===== config.mk =====
export PLATFORM = sky130hd
export DESIGN_NAME = four_bit_serial_subtractor
export DESIGN_NICKNAME = d
export VERILOG_FILES = /design/src/rtl/four_bit_serial_subtractor_pkg.sv /design/src/rtl/four_bit_serial_subtractor_full_subtractor.sv /design/src/rtl/four_bit_serial_subtractor.sv
export SDC_FILE = /design/constraint.sdc
export NUM_CORES = 1
export LEC_CHECK = 0
export CORE_MARGIN = 2
export CORE_UTILIZATION = 45
export CTS_BUF_LIST = sky130_fd_sc_hd__clkbuf_2 sky130_fd_sc_hd__clkbuf_4 sky130_fd_sc_hd__clkbuf_8
export CTS_CLUSTER_DIAMETER = 100
export DETAILED_ROUTE_END_ITERATION = 16
export PLACE_DENSITY_LB_ADDON = 0.25
export SYNTH_ARGS = -nofsm -noshare
export SYNTH_HDL_FRONTEND = slang
export SYNTH_SLANG_ARGS = --single-unit

===== constraint.sdc =====
create_clock -name clk -period 5.5 [get_ports clk]
set_input_delay 1.1 -clock clk [delete_from_list [all_inputs] [get_ports clk]]
set_output_delay 1.1 -clock clk [all_outputs]
set_load 0.03 [all_outputs]

===== src/rtl/four_bit_serial_subtractor_pkg.sv =====
// Shared definitions for the bit-serial subtractor: default width and FSM state encoding.
package four_bit_serial_subtractor_pkg;

  localparam int DEFAULT_WIDTH = 4;

  typedef logic [1:0] state_t;

  localparam state_t ST_IDLE = 2'd0;
  localparam state_t ST_RUN  = 2'd1;
  localparam state_t ST_DONE = 2'd2;

endpackage


===== src/rtl/four_bit_serial_subtractor_full_subtractor.sv =====
// One-bit full subtractor: difference and borrow for a single bit position.
module full_subtractor (
  input  logic A,
  input  logic B,
  input  logic BIN,
  output logic D,
  output logic BOUT
);

  assign D    = A ^ B ^ BIN;
  assign BOUT = (~A & B) | (~(A ^ B) & BIN);

endmodule


===== src/rtl/four_bit_serial_subtractor.sv =====
// Bit-serial unsigned subtractor: captures A/B, walks one bit per cycle LSB-first,
// then holds DIFF/BOUT until the consumer takes the result.
module four_bit_serial_subtractor
  import four_bit_serial_subtractor_pkg::*;
#(
  parameter int WIDTH = DEFAULT_WIDTH
) (
  input  logic             clk,
  input  logic             rst,
  input  logic             in_valid,
  output logic             in_ready,
  input  logic [WIDTH-1:0] A,
  input  logic [WIDTH-1:0] B,
  output logic             out_valid,
  input  logic             out_ready,
  output logic [WIDTH-1:0] DIFF,
  output logic             BOUT
);

  localparam int               IDX_W    = $clog2(WIDTH);
  localparam logic [IDX_W-1:0] LAST_IDX = IDX_W'(WIDTH - 1);

  state_t           state;
  logic [WIDTH-1:0] a_reg;
  logic [WIDTH-1:0] b_reg;
  logic [WIDTH-1:0] work;
  logic [WIDTH-1:0] work_next;
  logic [IDX_W-1:0] idx;
  logic             borrow;
  logic             bit_d;
  logic             bit_bout;

  full_subtractor u_fs (
    .A    (a_reg[idx]),
    .B    (b_reg[idx]),
    .BIN  (borrow),
    .D    (bit_d),
    .BOUT (bit_bout)
  );

  // Partial difference accumulates here so DIFF only changes when a result completes.
  always_comb begin
    work_next      = work;
    work_next[idx] = bit_d;
  end

  assign in_ready  = (state == ST_IDLE);
  assign out_valid = (state == ST_DONE);

  always_ff @(posedge clk) begin
    if (rst) begin
      state  <= ST_IDLE;
      a_reg  <= '0;
      b_reg  <= '0;
      work   <= '0;
      idx    <= '0;
      borrow <= 1'b0;
      DIFF   <= '0;
      BOUT   <= 1'b0;
    end else begin
      case (state)
        ST_IDLE: begin
          if (in_valid) begin
            a_reg  <= A;
            b_reg  <= B;
            borrow <= 1'b0;
            idx    <= '0;
            state  <= ST_RUN;
          end
        end
        ST_RUN: begin
          work   <= work_next;
          borrow <= bit_bout;
          if (idx == LAST_IDX) begin
            DIFF  <= work_next;
            BOUT  <= bit_bout;
            state <= ST_DONE;
          end else begin
            idx <= idx + IDX_W'(1);
          end
        end
        ST_DONE: begin
          if (out_ready) state <= ST_IDLE;
        end
        default: state <= ST_IDLE;
      endcase
    end
  end

endmodule


==> out/qor.csv, run 1 <==
metric,value,unit
total grt overflow,0,
Worst-Skew Late Latency,0.32,ns
Worst Tran Pin Value,0.7585,ns
WP data required,4.40,ns
cts repair resizes,0,
IO buf count,18,
vias in the first global route,712,
Final Slew Violations,0,
Remaining DRCs,0,
largest net degree at the start of global routing,22,
headroom to the max-slew limit,49.28,%
synthesized flop and latch total,21,
worst hold path class,reg2reg,
total CTS buffers,3,
CTS tree,yes,
initial drt markers,12,
clk sink count,21,
# Post-CTS Setup Buffers,0,
Hold Crit Start,a_reg[1],
GRT Resource Usage Total,15.84,%
Max IR drop VDD,165.2,uV
# diodes,0,
fin crit share,52.73,%
fin util,59.16,%
root buffer cell,clkbuf_4,
distinct cell type count after synthesis,25,
endpoint of the lowest-slack register-to-register path,DIFF[0],
1st-pass router iterations,4,
Max-cap violations,0,
Routed Antenna Nets,0,
H-tree Lvls,1,
Ys Warns,0,
layout cells sized above 1,9.836,%
Avg WL per Cell,11.41,um
dominant synthesized flop cell,dfxtp_1,
Synth-to-Final Area Change,21.01,%
Sequential Area,420.4,um^2
Final GP Congestion,0.7340,
maximum fanout along the worst path,13,
Area after DPL,1169,um^2
DR vias/cell,5.107,
Mapped Area,988.4,um^2
asr flop ratio synth,0,%
Fill cells,193,
Critical Path Start Type,flip-flop,
status,"finished, final reports clean",
Synth Instances,106,
RSZ-0062 raised after global routing,no,
I/O pin cnt,19,
Multi-input gate area,519.2,um^2
die area,2587,um^2
achievable frequency,344.8,MHz
PnR worst setup slack,2.600,ns
R2R Setup Slk,3.36,ns
Hold EP,a_reg[1],
Worst Hold Depth,2,
Final Hold Vio Count,0,
Die Y,50.87,um
final number of setup-violating endpoints,0,
Mean Syn Cell Area,9.325,um^2
buffer depth of the longest clock path,2,
cell area after layout,1196,um^2
Crit Path Class,reg2out,
"leading cell type in the layout, fill and taps excluded",dfxtp_1,
std cell rows,16,
nets@finish,140,
via count,761,
Detailed Place HPWL,1238,um
first-pass GRT wire length,3118,um
leakage,0.4454,nW
Routed WL,1700,um
fin crit period,2.900,ns
Core Area,2022,um^2
most frequent cells in the layout,"21 x dfxtp_1, 20 x nand2_1, 18 x clkdlybuf4s50_1",
Hold Slack,0.4593,ns
Place WS,2.953,ns
"Seq/Total Area, Yosys",42.53,%
arrival time at the worst endpoint,1.80,ns
Hold Buf Count CTS,0,
Worst R2R Start,idx[0],
die width,50.87,um
setup tns final,0,ns
pwr dens,236.9,nW/um^2
Worst setup EP type,output pin,
worst r2r path cells,4,
Post-synth EDFFs,0,
Clock Skew,0.01447,ns
initial antenna violation count,0,
syn_nets,123,
"Reg clk slew, reported paths",0.12,ns
Initial Util,48.89,%
-- kinds of logic (layout without fill, tap and decap cells) --
logic type                 Yosys count  in the layout  share of synthesized area [%]
and+or+nand+nor                     44             44                          24.18
DFF                                 21             21                          42.53
AOI/OAI and AO/OA                   18             18                          10.63
buffers and inverters               10             26                          4.936
muxes                                8              8                          10.63
adders and majority gates            5              5                          7.089
-- critical path, stage by stage (launching register included) --
cell and delay, ns:
dfxtp_1 0.59, and2b_2 0.23, clkdlybuf4s50_1 0.66
-- metrics by stage --
stage | total power (W) | std cells
floorplan | 0.0001973 | 106
global placement | 0.0002108 | 145
detailed placement | 0.0002119 | 145
CTS | 0.0002876 | 149
global route | 0.0002997 | 149
finish | 0.0002834 | 149
-- per-layer routing --
metal | part of all wire (%) | track usage (%) | routed length, um
met5 | 0 | 0 | 0
met4 | 1.0 | 2.703 | 17
met3 | 4.9 | 5.556 | 83
met2 | 47 | 25.66 | 801
met1 | 47 | 20.75 | 798
-- worst max-delay path by stage --
stage	startpoint	end	slack, ns
global route	state[1]	out_valid	2.49
detailed placement	state[1]	out_valid	2.95
floorplan	state[1]	in_ready	3.51
CTS	state[1]	out_valid	2.59
global placement	in_valid	borrow	2.98
finish	state[1]	out_valid	2.60
-- Yosys cell counts (2+ instances only) --
master / count / area [um^2]
mux2i_1: 6 / 60.06
nand3b_1: 4 / 30.03
inv_1: 4 / 15.01
dfxtp_1: 21 / 420.4
nand2b_1: 2 / 12.51
a211oi_1: 4 / 30.03
nand3_1: 2 / 10.01
ha_1: 4 / 50.05
buf_2: 3 / 15.01
a21oi_1: 12 / 60.06
nand2_1: 20 / 75.07
nor2_1: 9 / 33.78
clkbuf_1: 2 / 7.510
mux4_2: 2 / 45.04
-- power breakdown --
group	switching, W	leakage [nW]	internal (W)	total [W]
logic	0.0000205	0.257	0.0000231	0.0000436
clock network	0.0000484	0.0177	0.0000272	0.0000756
registers	0.00000598	0.171	0.000158	0.000164
total	0.0000748	0.445	0.000209	0.000283
-- final cells by class --
| class | instances | area share (%) |
|---|---|---|
| clock buffer | 3 | 1.883 |
| clock inverter | 1 | 0.4184 |
| inverter | 4 | 1.255 |
| multi-input combinational | 75 | 43.41 |
| sequential | 21 | 35.15 |
| tap | 27 | 2.824 |
| timing repair buffer | 18 | 15.06 |
No activity file was read; power rests on OpenSTA's default activity.
==> run 2: changes to the inputs <==
==> constraint.sdc (replaced) <==
create_clock -name clk -period 2.65 [get_ports clk]
set_input_delay 0.53 -clock clk [delete_from_list [all_inputs] [get_ports clk]]
set_output_delay 0.53 -clock clk [all_outputs]
set_load 0.03 [all_outputs]
==> out/qor.csv, run 2 (same netlist as run 1, synthesis figures left out) <==
metric,value,unit
arrival time at the worst endpoint,1.79,ns
Sequential Area,420.4,um^2
Worst setup EP type,output pin,
Final Slew Violations,0,
DR vias/cell,5.074,
Initial Util,48.89,%
initial drt markers,8,
RSZ-0062 raised after global routing,no,
# diodes,0,
GRT Resource Usage Total,16.11,%
via count,756,
final number of setup-violating endpoints,0,
largest net degree at the start of global routing,22,
layout cells sized above 1,9.836,%
sw frac,26.40,%
Final GP Congestion,0.7769,
most frequent cells in the layout,"21 x dfxtp_1, 20 x nand2_1, 18 x clkdlybuf4s50_1",
Critical Path Start Type,flip-flop,
internal power,0.0004327,W
total power,0.0005879,W
Place WS,0.5399,ns
Max IR drop VDD,288.8,uV
CTS tree,yes,
fin crit period,2.316,ns
1st-pass router iterations,4,
H-tree Lvls,1,
die area,2587,um^2
total grt overflow,0,
root buffer cell,clkbuf_4,
"Reg clk slew, reported paths",0.11,ns
Remaining DRCs,0,
die width,50.87,um
IO buf count,18,
PnR worst setup slack,0.3339,ns
maximum fanout along the worst path,13,
cts repair resizes,0,
Avg WL per Cell,11.77,um
Worst-Skew Late Latency,0.31,ns
pwr dens,491.5,nW/um^2
Hold Buf Count CTS,0,
headroom to the max-slew limit,46.69,%
vias in the first global route,699,
worst hold path class,reg2reg,
Core Area,2022,um^2
logic gate share of total power,15.4,%
"leading cell type in the layout, fill and taps excluded",dfxtp_1,
fin crit share,87.40,%
first-pass GRT wire length,3070,um
NetSw,0.0001552,W
buffer depth of the longest clock path,2,
setup tns final,0,ns
status,"finished, final reports clean",
Multi-input gate area,519.2,um^2
Max-cap violations,0,
Worst Tran Pin Value,0.7971,ns
Fill cells,194,
nets@finish,140,
initial antenna violation count,0,
Routed WL,1753,um
Sequential Power Share,58.0,%
Synth-to-Final Area Change,21.01,%
Routed Antenna Nets,0,
Crit Path Class,reg2out,
achievable frequency,431.8,MHz
I/O pin cnt,19,
Die Y,50.87,um
total CTS buffers,3,
std cell rows,16,
Final Hold Vio Count,0,
clk sink count,21,
Clock Power Share,26.6,%
Clock Skew,0.01274,ns
WP data required,2.12,ns
# Post-CTS Setup Buffers,0,
leakage,0.4454,nW
run 2: cell counts in the layout (fill, tap and decap cells not counted):
Identical to the previous run, type by type.
run 2: final cells by class:
| class | count | area share, % |
|---|---|---|
| Inverter | 4 | 1.255 |
| Multi-Input combinational cell | 75 | 43.41 |
| Clock inverter | 1 | 0.4184 |
| Timing Repair Buffer | 18 | 15.06 |
| Tap cell | 27 | 2.824 |
| Clock buffer | 3 | 1.883 |
| Sequential cell | 21 | 35.15 |
run 2: power by group through the flow:
stage / combinational (W) / clock (W) / sequential [W]
6_report: 0.0000906 / 0.000156 / 0.000341
3_5_place_dp: 0.0000917 / 0 / 0.000348
2_1_floorplan: 0.0000669 / 0 / 0.000343
3_3_place_gp: 0.0000890 / 0 / 0.000348
5_1_grt: 0.000102 / 0.000176 / 0.000343
4_1_cts: 0.0000921 / 0.000163 / 0.000341
run 2: path summary, 6_finish.rpt:
path	start	end	slack [ns]	cells past startpoint
worst max-delay path	state[1]	out_valid	0.33	2
worst min-delay path	DIFF[3]	DIFF[3]	0.46	2
worst max register to register	idx[0]	DIFF[1]	0.49	4
worst min register to register	DIFF[3]	DIFF[3]	0.46	2
run 2: metrics by stage:
step / instances / instance area, um^2 / util, % / hold slack, ns
floorplan: 106 / 988.4 / - / 0.4331
global placement: 145 / 1169 / 57.80 / 0.4462
detailed placement: 145 / 1169 / 57.80 / 0.4459
CTS: 149 / 1196 / 59.16 / 0.4637
global route: 149 / 1196 / 59.16 / 0.4894
finish: 149 / 1196 / 59.16 / 0.4649
run 2: per-layer routing:
metal,GRT usage (%),up-vias,wire length (um)
met5,0,-,0
met4,9.459,0,46
met3,3.509,4,50
met2,25.00,12,816
met1,20.64,349,838
li1,-,391,-
run 2: worst max-delay path, stage by stage (launching register included):
cell and delay, ns:
dfxtp_1 0.60, and2b_2 0.22, clkdlybuf4s50_1 0.66
